File: src/rtl/dz_pkg.sv
// rtl/dz_pkg.sv - shared types, sizing helper and RBUF field positions for the DZ receive silo
package dz_pkg;

  // Status nibble carried by every silo entry, ahead of the line number and character.
  // A full entry is {dz_flags_t, line[LW], data[DWIDTH]}, the low RW-1 bits of RBUF.
  typedef struct packed {
    logic ovre;   // an earlier character was lost to a full silo
    logic fe;     // framing error
    logic pe;     // parity error
    logic rsv;    // always zero; keeps the RBUF layout of the original block
  } dz_flags_t;

  function automatic int clog2(input int n);
    int r;
    int v;
    r = 0;
    v = 1;
    while (v < n) begin
      v = v * 2;
      r = r + 1;
    end
    return r;
  endfunction

  // RBUF flag bit positions for a word of width rw.
  function automatic int rb_dval(input int rw);
    return rw - 1;
  endfunction

  function automatic int rb_ovre(input int rw);
    return rw - 2;
  endfunction

  function automatic int rb_fe(input int rw);
    return rw - 3;
  endfunction

  function automatic int rb_pe(input int rw);
    return rw - 4;
  endfunction

endpackage

File: src/rtl/dz_fifo.sv
// rtl/dz_fifo.sv - synchronous FIFO used as the receive silo storage
//   clk, rst   clock, asynchronous active-low reset
//   clr        synchronous flush
//   wr_en      push wr_data (ignored when full)
//   rd_en      pop the head (ignored when empty)
//   rd_data    head entry, combinational
//   level      number of stored entries
//   empty/full occupancy flags
module dz_fifo
  import dz_pkg::*;
#(
  parameter  int WIDTH = 15,
  parameter  int DEPTH = 64,
  localparam int AW    = (DEPTH > 1) ? clog2(DEPTH) : 1,
  localparam int CW    = clog2(DEPTH + 1)
) (
  input  logic             clk,
  input  logic             rst,
  input  logic             clr,
  input  logic             wr_en,
  input  logic [WIDTH-1:0] wr_data,
  input  logic             rd_en,
  output logic [WIDTH-1:0] rd_data,
  output logic [CW-1:0]    level,
  output logic             empty,
  output logic             full
);

  logic [WIDTH-1:0] mem [DEPTH];
  logic [AW-1:0]    wp;
  logic [AW-1:0]    rp;
  logic [CW-1:0]    cnt;
  logic             do_wr;
  logic             do_rd;

  assign empty   = (cnt == '0);
  assign full    = (cnt == CW'(DEPTH));
  assign do_wr   = wr_en && !full;
  assign do_rd   = rd_en && !empty;
  assign rd_data = mem[rp];
  assign level   = cnt;

  always_ff @(posedge clk) begin
    if (do_wr) begin
      mem[wp] <= wr_data;
    end
  end

  always_ff @(posedge clk or negedge rst) begin
    if (!rst) begin
      wp  <= '0;
      rp  <= '0;
      cnt <= '0;
    end else if (clr) begin
      wp  <= '0;
      rp  <= '0;
      cnt <= '0;
    end else begin
      if (do_wr) begin
        wp <= (wp == AW'(DEPTH - 1)) ? '0 : wp + AW'(1);
      end
      if (do_rd) begin
        rp <= (rp == AW'(DEPTH - 1)) ? '0 : rp + AW'(1);
      end
      case ({do_wr, do_rd})
        2'b10:   cnt <= cnt + CW'(1);
        2'b01:   cnt <= cnt - CW'(1);
        default: cnt <= cnt;
      endcase
    end
  end

endmodule

File: src/rtl/dz_rr_arb.sv
// rtl/dz_rr_arb.sv - round-robin arbiter granting one requesting line per clock
//   clk, rst   clock, asynchronous active-low reset
//   clr        synchronous clear of the pointer
//   req        per-line request vector
//   grant      one-hot grant, combinational, zero when nothing requests
//   idx        encoded index of the granted line
//   valid      a grant is being issued this cycle
module dz_rr_arb
  import dz_pkg::*;
#(
  parameter  int NLINES = 8,
  localparam int LW     = clog2(NLINES)
) (
  input  logic              clk,
  input  logic              rst,
  input  logic              clr,
  input  logic [NLINES-1:0] req,
  output logic [NLINES-1:0] grant,
  output logic [LW-1:0]     idx,
  output logic              valid
);

  logic [LW-1:0] ptr;
  logic [LW:0]   sum;
  logic [LW-1:0] j;

  // Walk the lines starting at ptr (wrapping) and take the first requester.
  always_comb begin
    grant = '0;
    idx   = '0;
    valid = 1'b0;
    sum   = '0;
    j     = '0;
    for (int k = 0; k < NLINES; k++) begin
      sum = {1'b0, ptr} + (LW+1)'(k);
      j   = (sum >= (LW+1)'(NLINES)) ? LW'(sum - (LW+1)'(NLINES)) : LW'(sum);
      if (!valid && req[j]) begin
        valid    = 1'b1;
        idx      = j;
        grant[j] = 1'b1;
      end
    end
  end

  always_ff @(posedge clk or negedge rst) begin
    if (!rst) begin
      ptr <= '0;
    end else if (clr) begin
      ptr <= '0;
    end else if (valid) begin
      ptr <= (idx == LW'(NLINES - 1)) ? '0 : idx + LW'(1);
    end
  end

endmodule

File: src/rtl/dz_rx_silo.sv
// rtl/dz_rx_silo.sv - DZ receive silo: scans the line receivers and presents the RBUF word
//   clk, rst         clock, asynchronous active-low reset
//   clr              synchronous clear (CSR CLR)
//   csrMSE, csrSAE   master scan enable, silo alarm enable
//   lineRXEN         per-line receiver enable
//   uartRXFULL/FRME/PARE/DATA  per-line receiver status and character
//   uartRXCLR        one-hot clear to the receiver serviced this cycle
//   rbufREAD         RBUF bus read strobe; the silo pops when it drops
//   rbufRDONE        silo not empty
//   rbufSA           silo alarm
//   siloLEVEL        entries currently stored
//   regRBUF          {DVAL, OVRE, FE, PE, 0, LINE, DATA}
module dz_rx_silo
  import dz_pkg::*;
#(
  parameter  int NLINES = 8,
  parameter  int DWIDTH = 8,
  parameter  int DEPTH  = 64,
  parameter  int ALARM  = 16,
  localparam int LW     = clog2(NLINES),
  localparam int RW     = DWIDTH + LW + 5,
  localparam int LVW    = clog2(DEPTH + 1)
) (
  input  logic                          clk,
  input  logic                          rst,
  input  logic                          clr,
  input  logic                          csrMSE,
  input  logic                          csrSAE,
  input  logic [NLINES-1:0]             lineRXEN,
  input  logic [NLINES-1:0]             uartRXFULL,
  input  logic [NLINES-1:0]             uartRXFRME,
  input  logic [NLINES-1:0]             uartRXPARE,
  input  logic [NLINES-1:0][DWIDTH-1:0] uartRXDATA,
  output logic [NLINES-1:0]             uartRXCLR,
  input  logic                          rbufREAD,
  output logic                          rbufRDONE,
  output logic                          rbufSA,
  output logic [LVW-1:0]                siloLEVEL,
  output logic [RW-1:0]                 regRBUF
);

  localparam int EW = RW - 1;
  localparam int AC = clog2(ALARM + 1);

  typedef struct packed {
    dz_flags_t         flags;
    logic [LW-1:0]     line;
    logic [DWIDTH-1:0] data;
  } silo_ent_t;

  logic [NLINES-1:0] req;
  logic              gnt_valid;
  logic [LW-1:0]     gnt_idx;
  logic              store;
  logic              pop;
  logic              empty;
  logic              full;
  silo_ent_t         wr_ent;
  logic [EW-1:0]     head;
  logic [EW-1:0]     head_q;
  logic              dval_q;
  logic              read_q;
  logic              ovr_pend;
  logic [AC-1:0]     acnt;
  logic              sa_q;

  // Lines are not serviced during clr so no character is cleared from a receiver and then lost.
  assign req = uartRXFULL & lineRXEN & {NLINES{csrMSE & ~clr}};

  dz_rr_arb #(.NLINES(NLINES)) u_arb (
    .clk   (clk),
    .rst   (rst),
    .clr   (clr),
    .req   (req),
    .grant (uartRXCLR),
    .idx   (gnt_idx),
    .valid (gnt_valid)
  );

  // A full silo drops the character even when a pop is due this same edge.
  assign store = gnt_valid & ~full;
  assign pop   = read_q & ~rbufREAD & ~empty;

  always_comb begin
    wr_ent            = '0;
    wr_ent.flags.ovre = ovr_pend;
    wr_ent.flags.fe   = uartRXFRME[gnt_idx];
    wr_ent.flags.pe   = uartRXPARE[gnt_idx];
    wr_ent.flags.rsv  = 1'b0;
    wr_ent.line       = gnt_idx;
    wr_ent.data       = uartRXDATA[gnt_idx];
  end

  dz_fifo #(.WIDTH(EW), .DEPTH(DEPTH)) u_silo (
    .clk     (clk),
    .rst     (rst),
    .clr     (clr),
    .wr_en   (store),
    .wr_data (wr_ent),
    .rd_en   (pop),
    .rd_data (head),
    .level   (siloLEVEL),
    .empty   (empty),
    .full    (full)
  );

  always_ff @(posedge clk or negedge rst) begin
    if (!rst) begin
      read_q   <= 1'b0;
      ovr_pend <= 1'b0;
      dval_q   <= 1'b0;
      head_q   <= '0;
      acnt     <= '0;
      sa_q     <= 1'b0;
    end else if (clr) begin
      read_q   <= 1'b0;
      ovr_pend <= 1'b0;
      dval_q   <= 1'b0;
      head_q   <= '0;
      acnt     <= '0;
      sa_q     <= 1'b0;
    end else begin
      read_q <= rbufREAD;
      // Any grant either stores (clearing the pending overrun) or is dropped on a full silo.
      if (gnt_valid) begin
        ovr_pend <= full;
      end
      // The head only changes on a pop or a write into an empty silo, so sampling it
      // every cycle keeps RBUF stable for the whole bus read; stale fields hold when empty.
      dval_q <= ~empty;
      if (!empty) begin
        head_q <= head;
      end
      if (pop || !csrSAE) begin
        acnt <= '0;
        sa_q <= 1'b0;
      end else begin
        if (store && acnt != AC'(ALARM)) begin
          acnt <= acnt + AC'(1);
        end
        if (acnt == AC'(ALARM)) begin
          sa_q <= 1'b1;
        end
      end
    end
  end

  assign regRBUF   = {dval_q, head_q};
  assign rbufRDONE = ~empty;
  assign rbufSA    = sa_q;

endmodule

File: config.mk
export PLATFORM = sky130hd
export DESIGN_NAME = dz_rx_silo
export DESIGN_NICKNAME = d
export VERILOG_FILES = /design/src/rtl/dz_pkg.sv /design/src/rtl/dz_fifo.sv /design/src/rtl/dz_rr_arb.sv /design/src/rtl/dz_rx_silo.sv
export SDC_FILE = /design/constraint.sdc
export NUM_CORES = 1
export LEC_CHECK = 0
export ABC_AREA = 1
export CORE_MARGIN = 1.5
export CORE_UTILIZATION = 40
export CTS_BUF_LIST = sky130_fd_sc_hd__clkbuf_2
export DETAILED_ROUTE_END_ITERATION = 12
export MAX_ROUTING_LAYER = met4
export PLACE_DENSITY_LB_ADDON = 0.2
export SETUP_SLACK_MARGIN = 0.5
export SYNTH_ARGS = -nofsm -noshare
export SYNTH_HDL_FRONTEND = slang
export SYNTH_SLANG_ARGS = --single-unit
File: constraint.sdc
create_clock -name clk -period 5.1 [get_ports clk]
set_input_delay 1.53 -clock clk [delete_from_list [all_inputs] [get_ports clk]]
set_output_delay 1.53 -clock clk [all_outputs]
set_load 0.02 [all_outputs]
### Yosys cells after proc, flatten, opt, wreduce, memory -nomap -nowiden

Memory sizes are Yosys's and may differ from the RTL's.
Index checks and enable logic that the tools add are counted.

| storage, ports and cells | value |
|---|---|
| memories kept | 1 |
| register bits | 46 |
| RAM bits | 896 |
| output and inout port bits | 33 |
| word-level logic and storage cells | 214 |
| input port bits | 102 |

| operators by class | value |
|---|---|
| multiplexer cells | 95 |
| order comparisons | 25 |
| bitwise operators | 17 |
| reduce and logical (&&, ||, !) cells | 36 |
| add/subtract/negate cells | 21 |
| eq/ne operators | 9 |

Memories:

| name | depth | width | rd ports | clocked after memory_dff | wr ports | RTL line | text |
|---|---|---|---|---|---|---|---|
| u_silo.mem | 64 | 14 | 1 | 0 | 1 | dz_fifo.sv:29 | `logic [WIDTH-1:0] mem [DEPTH];` |

Operators with widths:

| operator | number |
|---|---|
| 2-to-1 mux 8 bit | 9 |
| 2-to-1 mux 3 bit | 19 |
| OR 8 bit | 7 |
| < comparator 3 x 4 -> 1 bit, second input constant | 9 |
| 2-to-1 mux 6 bit | 6 |
| 2-to-1 mux 1 bit | 35 |
| binary-select mux 1 bit (select 3 bit) | 10 |
| 2-to-1 mux 15 bit | 2 |
| greater-or-equal comparator 4 bit, second input constant | 7 |
| binary-select mux 8 bit (select 3 bit) | 1 |
| demux 1 bit (select 3 bit) | 8 |
| greater-or-equal comparator 3 x 1 -> 1 bit, second input constant | 8 |
| subtractor 3 x 1 -> 3 bit, second input constant | 8 |
| logical AND 1 bit | 18 |
| adder 3 x 3 -> 4 bit, second input constant | 4 |
| bitwise AND 8 bit | 2 |
| 2-to-1 mux 5 bit | 3 |
| case mux 7 bit (2 select lines) | 1 |
| adder 6 x 1 -> 6 bit, second input constant | 2 |
| equality test 6 bit, second input constant | 2 |
| logical NOT 1 bit | 10 |
| nonzero test 3 bit | 3 |
| adder 3 x 2 -> 4 bit, second input constant | 2 |
| adder 7 x 1 -> 7 bit, second input constant | 1 |
| other kinds (18) | 26 |

### Depth between registers and ports, before layout

Gate-level depths: netlist of the first run.

| depth | value |
|---|---|
| depth after elaboration | 32 |
| mapped depth | 25 |

### Hierarchy

Synthesis of the first run repeated with hierarchy kept, for this count alone.

| second synthesis, totals | value |
|---|---|
| cell total of the unflattened synthesis | 4392 |
| area, all modules | 44717.9 sq um |

By module, submodules not included:

| module | cells an instance | sequential area each (sq um) | instances | area each (sq um) |
|---|---|---|---|---|
| dz_fifo | 3801 | 29303.1 | 1 | 41263.3 |
| dz_rx_silo | 332 | 600.6 | 1 | 1971.9 |
| dz_rr_arb | 259 | 75.1 | 1 | 1482.7 |

### Least setup slack after synthesis of the first run

No wires, ideal clock.

| timing | value |
|---|---|
| kind | input to register |
| start point | input clr |
| end point | memory u_silo.mem[0][0] in the netlist's numbering, data pin |
| data arrival time | 5198 ps |
| path buffers | 3 |
| slack | -454 ps |
| stages on the path | 19 |
| path through | buf_6 -> inv_4 -> nand2_4 -> nor2_1 -> nand2_1 -> nand3_1 -> nand3_1 -> nand2_2 -> nor2_4 -> nand2_2 -> nor2_1 -> buf_2 -> nand2_1 -> nand2_1 -> o32ai_2 -> o2111ai_1 -> clkbuf_1 -> nand3_1 -> nand2_1 |

| between the ends | value |
|---|---|
| word-level cells in the longest chain between the ends | 29 |
| elaborated cells between the ends (all ways) | 50 |
| classes of those cells | mux: 33; bitwise: 3; reduce/logical: 14 |

Ends and longest elaborated chain:

| what | RTL line | text |
|---|---|---|
| from (decl) | dz_rx_silo.sv:26 | `input logic clr,` |
| inverter 1 bit (*) | dz_rx_silo.sv:68 | `assign req = uartRXFULL & lineRXEN & {NLINES{csrMSE & ~clr}};` |
| bitwise AND 1 bit (*) | dz_rx_silo.sv:68 |  |
| bitwise AND 8 bit (*) | dz_rx_silo.sv:68 |  |
| binary-select mux 1 bit (select 3 bit) | dz_rr_arb.sv:37 | `if (!valid && req[j]) begin` |
| 2-to-1 mux 1 bit (not written as such) | dz_rr_arb.sv:37 |  |
| 2-to-1 mux 1 bit | dz_rr_arb.sv:37 |  |
| logical NOT 1 bit | dz_rr_arb.sv:37 |  |
| logical AND 1 bit | dz_rr_arb.sv:37 |  |
| [15 not listed] | n/a |  |
| 2-to-1 mux 1 bit | dz_rr_arb.sv:37 |  |
| logical NOT 1 bit | dz_rr_arb.sv:37 |  |
| logical AND 1 bit | dz_rr_arb.sv:37 |  |
| 2-to-1 mux 3 bit (*) | dz_rr_arb.sv:37 |  |
| net gnt_idx[2] | dz_rx_silo.sv:53 | `logic [LW-1:0] gnt_idx;` |
| binary-select mux 8 bit (select 3 bit) (*) | dz_rx_silo.sv:91 | `wr_ent.data = uartRXDATA[gnt_idx];` |
| 2-to-1 mux 8 bit (not written as such) (*) | dz_rx_silo.sv:91 |  |
| net u_silo.wr_data[0] | dz_fifo.sv:21 | `input logic [WIDTH-1:0] wr_data,` |
| to (decl) | dz_fifo.sv:29 |  |

The timed path passes the listed nets; every way through them passes the cells marked *. The select of a mux whose other input is x is not followed.

### Worst setup path after layout of the first run

| timing | value |
|---|---|
| start point | register u_arb.ptr[1] |
| end point | output uartRXCLR[4] |

| between the ends | value |
|---|---|
| word-level cells in the longest chain between the ends | 26 |
| elaborated cells between the ends (all ways) | 123 |
| classes of those cells | add/sub: 15; order compare: 24; mux: 55; bitwise: 7; reduce/logical: 22 |

Ends and longest elaborated chain:

| what | RTL line | text |
|---|---|---|
| from (decl) | dz_rr_arb.sv:23 | `logic [LW-1:0] ptr;` |
| from (signal assigned) | dz_rr_arb.sv:51 | `ptr <= (idx == LW'(NLINES - 1)) ? '0 : idx + LW'(1);` |
| parallel branches: the longest is 25 deep, another holds adder 3 x 1 -> 4 bit | n/a |  |
| 2-to-1 mux 8 bit (*) | dz_rr_arb.sv:37 |  |
| to (decl) | dz_rx_silo.sv:34 | `output logic [NLINES-1:0] uartRXCLR,` |

Every way passes the cells marked *. The select of a mux whose other input is x is not followed.

==> results of run 1 <==
repair_timing:
action | 4_1_cts | 5_1_grt
gates cloned | 0 | 0
buffers inserted | 9 | 6
gates resized for setup | 75 | 36
endpoints found under the setup margin | 9 | 9
hold buffers | 1 | 0
hold endpoints to repair | 10 | 0
pin swaps | 10 | 11
cell usage after synthesis, types with 11 or more instances:
| library cell | number |
|---|---|
| edfxtp_1 | 896 |
| nor2_1 | 579 |
| o21ai_0 | 482 |
| nand2_1 | 227 |
| clkbuf_1 | 190 |
| nand3_1 | 177 |
| o221ai_1 | 161 |
| o22ai_1 | 70 |
| inv_1 | 62 |
| a21oi_1 | 46 |
| dfrtp_1 | 45 |
| o211ai_1 | 44 |
| nand4_1 | 26 |
| nor3_1 | 24 |
| inv_2 | 17 |
| ha_1 | 14 |
| o31ai_1 | 14 |
| buf_1 | 12 |
| a311oi_1 | 11 |
routing by layer:
metal / wire (um) / vias to the layer above
li1: - / 12900
met5: 0 / -
met2: 56800 / 1181
met4: 3130 / 0
met1: 48600 / 14200
met3: 8240 / 201
cell families after synthesis:
kind of cell	after synthesis	share of synthesized area (%)
and+or+nand+nor	1064	11.4
xor gates and xnor gates	1	0.0223
buffers and inverters	304	3.05
DFF	941	71.5
adders and majority gates	14	0.447
other	1	0.00956
AOI/OAI and AO/OA	870	13.6
sequential cells by signal, summed over array words and instances, names as in the netlist, 3 cells and up:
name / count
u_silo.mem: 896
head_q: 14
u_silo.wp: 6
u_silo.rp: 6
u_silo.level: 7
acnt: 5
u_arb.ptr: 3
worst reg2reg max path, delay by kind of cell, from the launching register on:
kind	cells	cell delay, ns
AND/OR/NAND/NOR	8	1.24
AO/OA/AOI/OAI	1	0.12
flip-flops	1	0.46
adder cells (fa/ha/maj)	1	0.18
buffers and inverters	7	1.38
final timing paths:
check                               endpoint  slack, ns
setup / recovery                uartRXCLR[4]      -0.29
hold / removal                       acnt[0]       0.52
setup reg to reg           u_silo.mem[46][9]       1.33
hold reg to reg                      acnt[0]       0.52
max in group asynchronous       u_silo.rp[1]       3.88
min in group asynchronous    u_silo.level[0]       0.69
final cells by class:
cell class	count	area [sq um]	area share, %
Antenna cell	9	22.5	0.0488
Clock buffer	329	1650	3.57
Clock inverter	89	515	1.12
Inverter	85	355	0.770
Multi-Input combinational cell	1950	10400	22.5
Sequential cell	941	28000	60.8
Tap cell	1276	1600	3.46
Timing Repair Buffer	343	3550	7.71
through the flow:
| step | hold slack, ns | utilization, % | area, sq um |
|---|---|---|---|
| finish | 0.519 | 47.6 | 46100 |
| global route | 0.555 | 47.6 | 46100 |
| CTS | 0.517 | 47.3 | 45900 |
| detailed placement | 0.505 | 44.9 | 43500 |
| global placement | 0.503 | 44.9 | 43500 |
| floorplan | 0.481 | - | 39400 |
==> results.cfg, run 1 <==
[outcome]
status = finished, violations left
violations = negative setup slack

[grt]
gr-total-overflow = 0
grt_pass1_wl_mm = 174
grt_usage_pct = 24.0
grtUsageMet3_pct = 4.15
use_met1_pct = 31.5
grt_pass1_vias = 27800
antenna_found_initial = 6
grt_util_met2_pct = 37.9
globalRoute.busiestLayer = met2
grt_max_degree = 191

[cts]
numCtsBuffers = 231
clk_pin_slew_ns = 0.10
root_buffer = clkbuf_2
cts_sinks = 941
cts.path.max_buffers = 3
clk_latency_ns = 1.49
cts_tree = done
htree_levels = 4

[sta]
maxSlewHeadroom_pct = 25.0
worst_slack_ns = -0.295
tns_ns = -1.77
grt_setup_unrepaired = yes
min_period_ns = 5.39
finalMaxSlewViolations = 0
setup_violations = 8
worst_slew_pin_slew_ns = 1.12
fin_crit_sh_pct = 106
fin_worst_skew_ns = 0.134
max_freq_mhz = 185
finalHoldViolCount = 0

[finish]
fillers = 8720
layout_commonest_cell = edfxtp_1
area_growth_pct = 17.6
drive_above_1_share_pct = 18.5
final_cell_mix = 896 x edfxtp_1, 573 x nor2_1, 476 x o21ai_0, 329 x clkbuf_2, 207 x nand2_1
final_nets = 3668
stdcell_count = 5022

[drt]
first_pass_iters = 6
drc = 0
viasPerCell = 5.67
wl_per_cell_um = 23.2
via_count = 28500
ant_nets = 0
routed_wl_mm = 117
drt-initial-drc-count = 2611

[critical_path]
worstPathArrival_ns = 3.86
cp_max_fo = 6
r2r_start = u_arb.ptr[1]
cpPeakStageDelay_ns = 0.46
rr_worst_depth = 17
slowest_stage = dfrtp_2
crit_path_end_kind = output port
worstPathRequired_ns = 3.57
crit_chain = ha_4, or2_1, nand2_2, buf_8, buf_4, nand3_1, o21ai_4, inv_1, nor2_2, buf_4, nand2_1, nand3_1, a221oi_4, nand2_2, buf_6
worstPathBufferInverterCount = 5
worst-path-stages = 15
worstSetupStartpointType = register
critPathKind = reg2out
crit_family = simple AND/OR/NAND/NOR gates
startpoint = u_arb.ptr[1]

[synthesis]
synth_edf_count = 896
yosys_warnings = 0
ys_seq_area_share_pct = 71.5
synth_top_area_cell = edfxtp_1
ys.flop_type = edfxtp_1
synthCells = 3195
syn_avg_cell_area_sq_um = 12.3
syn-cell-area_sq_um = 39200
async_reset_ff_share_pct = 4.78
syn_nets = 3311
ys_seq_elements = 941
synthDistinctLibCells = 48
synth_area_leaders = edfxtp_1 69%, o21ai_0 6.1%, nor2_1 5.5%
synth_top_area_share_pct = 68.6

[floorplanning]
die_width_um = 316
rows = 114
fp.dieH_um = 316
start_util_pct = 40.4
die_area_sq_um = 100000
ioPinCount = 135
core_area_sq_um = 97000

[place]
dp.cells = 4579
io_buffers = 133
dp_hpwl_mm = 67.1
dp_slack_ns = -0.839
gp_congestion = 0.830

[run]
cap_violations = 0

[min_path]
hp-class = reg2reg
hp-start = acnt[0]
hold_depth = 1
Power of run 1 is left out: the tool's default activity adds up to more than one toggle a clock period on the data nets, which glitch-free logic cannot reach.
==> run 2, diff against run 1 <==
--- a/config.mk
+++ b/config.mk
@@ -10,6 +10,7 @@
 export CORE_UTILIZATION = 40
 export CTS_BUF_LIST = sky130_fd_sc_hd__clkbuf_2
 export DETAILED_ROUTE_END_ITERATION = 12
+export GPL_ROUTABILITY_DRIVEN = 0
 export MAX_ROUTING_LAYER = met4
 export PLACE_DENSITY_LB_ADDON = 0.2
 export SETUP_SLACK_MARGIN = 0.5
==> run 2 against run 1 <==
Against the previous run:
- the flow still finishes with violations (negative setup slack)
- cell area barely moved
- first-iteration DRC count is 16% higher
- routed wire length rose by 1.4%
- flip-flop and latch count is the same
- final cell count decreased by 0.32%
- sequential share of layout area is essentially flat
- non-clock buffer count fell by 10
- critical path depth grew 1
- hold slack got worse by 0.39 ns
- critical path type unchanged
==> results.cfg, run 2 (synthesis results as in run 1) <==
[sta]
fin_worst_skew_ns = 0.146
whs_ns = 0.125
setup_violations = 8
max_freq_mhz = 187
finalHoldViolCount = 0
finalMaxSlewViolations = 0
worst_slack_ns = -0.237
min_period_ns = 5.34
maxSlewHeadroom_pct = 32.2
grt_setup_unrepaired = yes
worst_slew_pin_slew_ns = 1.02
fin_crit_sh_pct = 105

[floorplanning]
rows = 114
die_width_um = 316
fp.dieH_um = 316
die_area_sq_um = 100000
ioPinCount = 135
core_area_sq_um = 97000
start_util_pct = 40.4

[drt]
drt-initial-drc-count = 3034
ant_nets = 0
wl_per_cell_um = 23.6
routed_wl_mm = 118
drc = 0
viasPerCell = 5.79
first_pass_iters = 5
via_count = 29000

[critical_path]
worstPathRequired_ns = 3.57
critPathKind = reg2out
r2r_slack_ns = 1.40
crit_path_end_kind = output port
worstPathArrival_ns = 3.81
worstSetupStartpointType = register
cp_max_fo = 6

[grt]
grt_pass1_wl_mm = 175
grt_max_degree = 185
gr-total-overflow = 0
antenna_found_initial = 4
grt_usage_pct = 24.2
grt_pass1_vias = 28300

[place]
dpl-instance-area_sq_um = 43500
io_buffers = 133
dp_hpwl_mm = 68.3

[cts]
root_buffer = clkbuf_2
clk_latency_ns = 1.55
clk_pin_slew_ns = 0.11
htree_levels = 4
cts.path.max_buffers = 3
numCtsBuffers = 231
cts_tree = done
cts_sinks = 941

[finish]
final_cell_mix = 896 x edfxtp_1, 573 x nor2_1, 476 x o21ai_0, 355 x clkbuf_2, 202 x nand2_1
design_area_sq_um = 46100
final_util_pct = 47.5
layout_commonest_cell = edfxtp_1
fillers = 8634
largest_reg_flops = 896
final_nets = 3658
drive_above_1_share_pct = 19.2
area_growth_pct = 17.5
regMostFlops = u_silo.mem

[run]
cap_violations = 0

[min_path]
hp-class = in2async

[outcome]
status = finished, violations left
violations = negative setup slack
[run 2: cell types whose count changed in the layout (fill, tap and decap cells not counted), sizes merged]
cell          before  now
diode              9    7
dlygate4sd2        1    2
buf              218  209
inv               84   86
dlygate4sd3        1    0
clkinvlp           3    5
clkinv            82   52
bufinv             5    1
clkbuf           329  355
dlymetal6s2s       2    1
[run 2: layout make-up]
cell class | count | area, sq um | share of cell area [%]
Clock buffer | 355 | 1780 | 3.85
Sequential cell | 941 | 28000 | 60.8
Clock inverter | 59 | 318 | 0.689
Multi-Input combinational cell | 1950 | 10500 | 22.7
Inverter | 85 | 363 | 0.787
Antenna cell | 7 | 17.5 | 0.0380
Timing Repair Buffer | 333 | 3510 | 7.61
Tap cell | 1276 | 1600 | 3.46
[run 2: through the flow]
| stage | setup slack, ns | TNS (ns) | cells |
|---|---|---|---|
| after floorplan | 0.348 | 0 | 3195 |
| after global placement | -0.779 | -5.85 | 4570 |
| after detailed placement | -0.812 | -11.28 | 4570 |
| after CTS | -0.352 | -2.62 | 4992 |
| after global routing | -0.503 | -3.59 | 5005 |
| final | -0.237 | -1.64 | 5006 |
[run 2: layer usage]
metal	vias to the layer above	part of all wire, %	global-route usage [%]
met5	-	0	-
met2	1442	47	37.5
met1	14500	42	32.1
li1	12900	-	-
met4	0	2.7	8.70
met3	192	8.0	4.20
[run 2: path summary, 6_finish.rpt]
kind | startpoint | to | depth (start not counted)
max in group asynchronous | rst | u_arb.ptr[2] | 2
max reg2reg | u_arb.ptr[0] | u_silo.mem[34][5] | 21
min reg2reg | rbufSA | rbufSA | 2
min | rst | head_q[9] | 2
max | u_arb.ptr[0] | uartRXCLR[4] | 16
min in group clk | rbufSA | rbufSA | 2
[run 2: what timing repair did]
action,4_1_cts,5_1_grt
buffers inserted,8,7
gates cloned,0,0
endpoints found under the hold margin,0,0
gates resized for setup,103,34
pin swaps,21,26
hold buffers,0,0
endpoints found under the setup margin,9,9
[run 2: critical path, stage by stage (launching register included)]
cell,delay (ns)
dfrtp_1,0.43
inv_2,0.12
ha_4,0.24
inv_6,0.09
nand3_2,0.12
nand3_4,0.11
nand2_4,0.08
nor2_4,0.17
nand4_4,0.12
buf_6,0.15
nor2_4,0.14
buf_6,0.16
nand2_2,0.06
nand3_2,0.09
a221oi_2,0.04
nand2_2,0.12
buf_6,0.12
Power of run 2 is left out for the same reason.
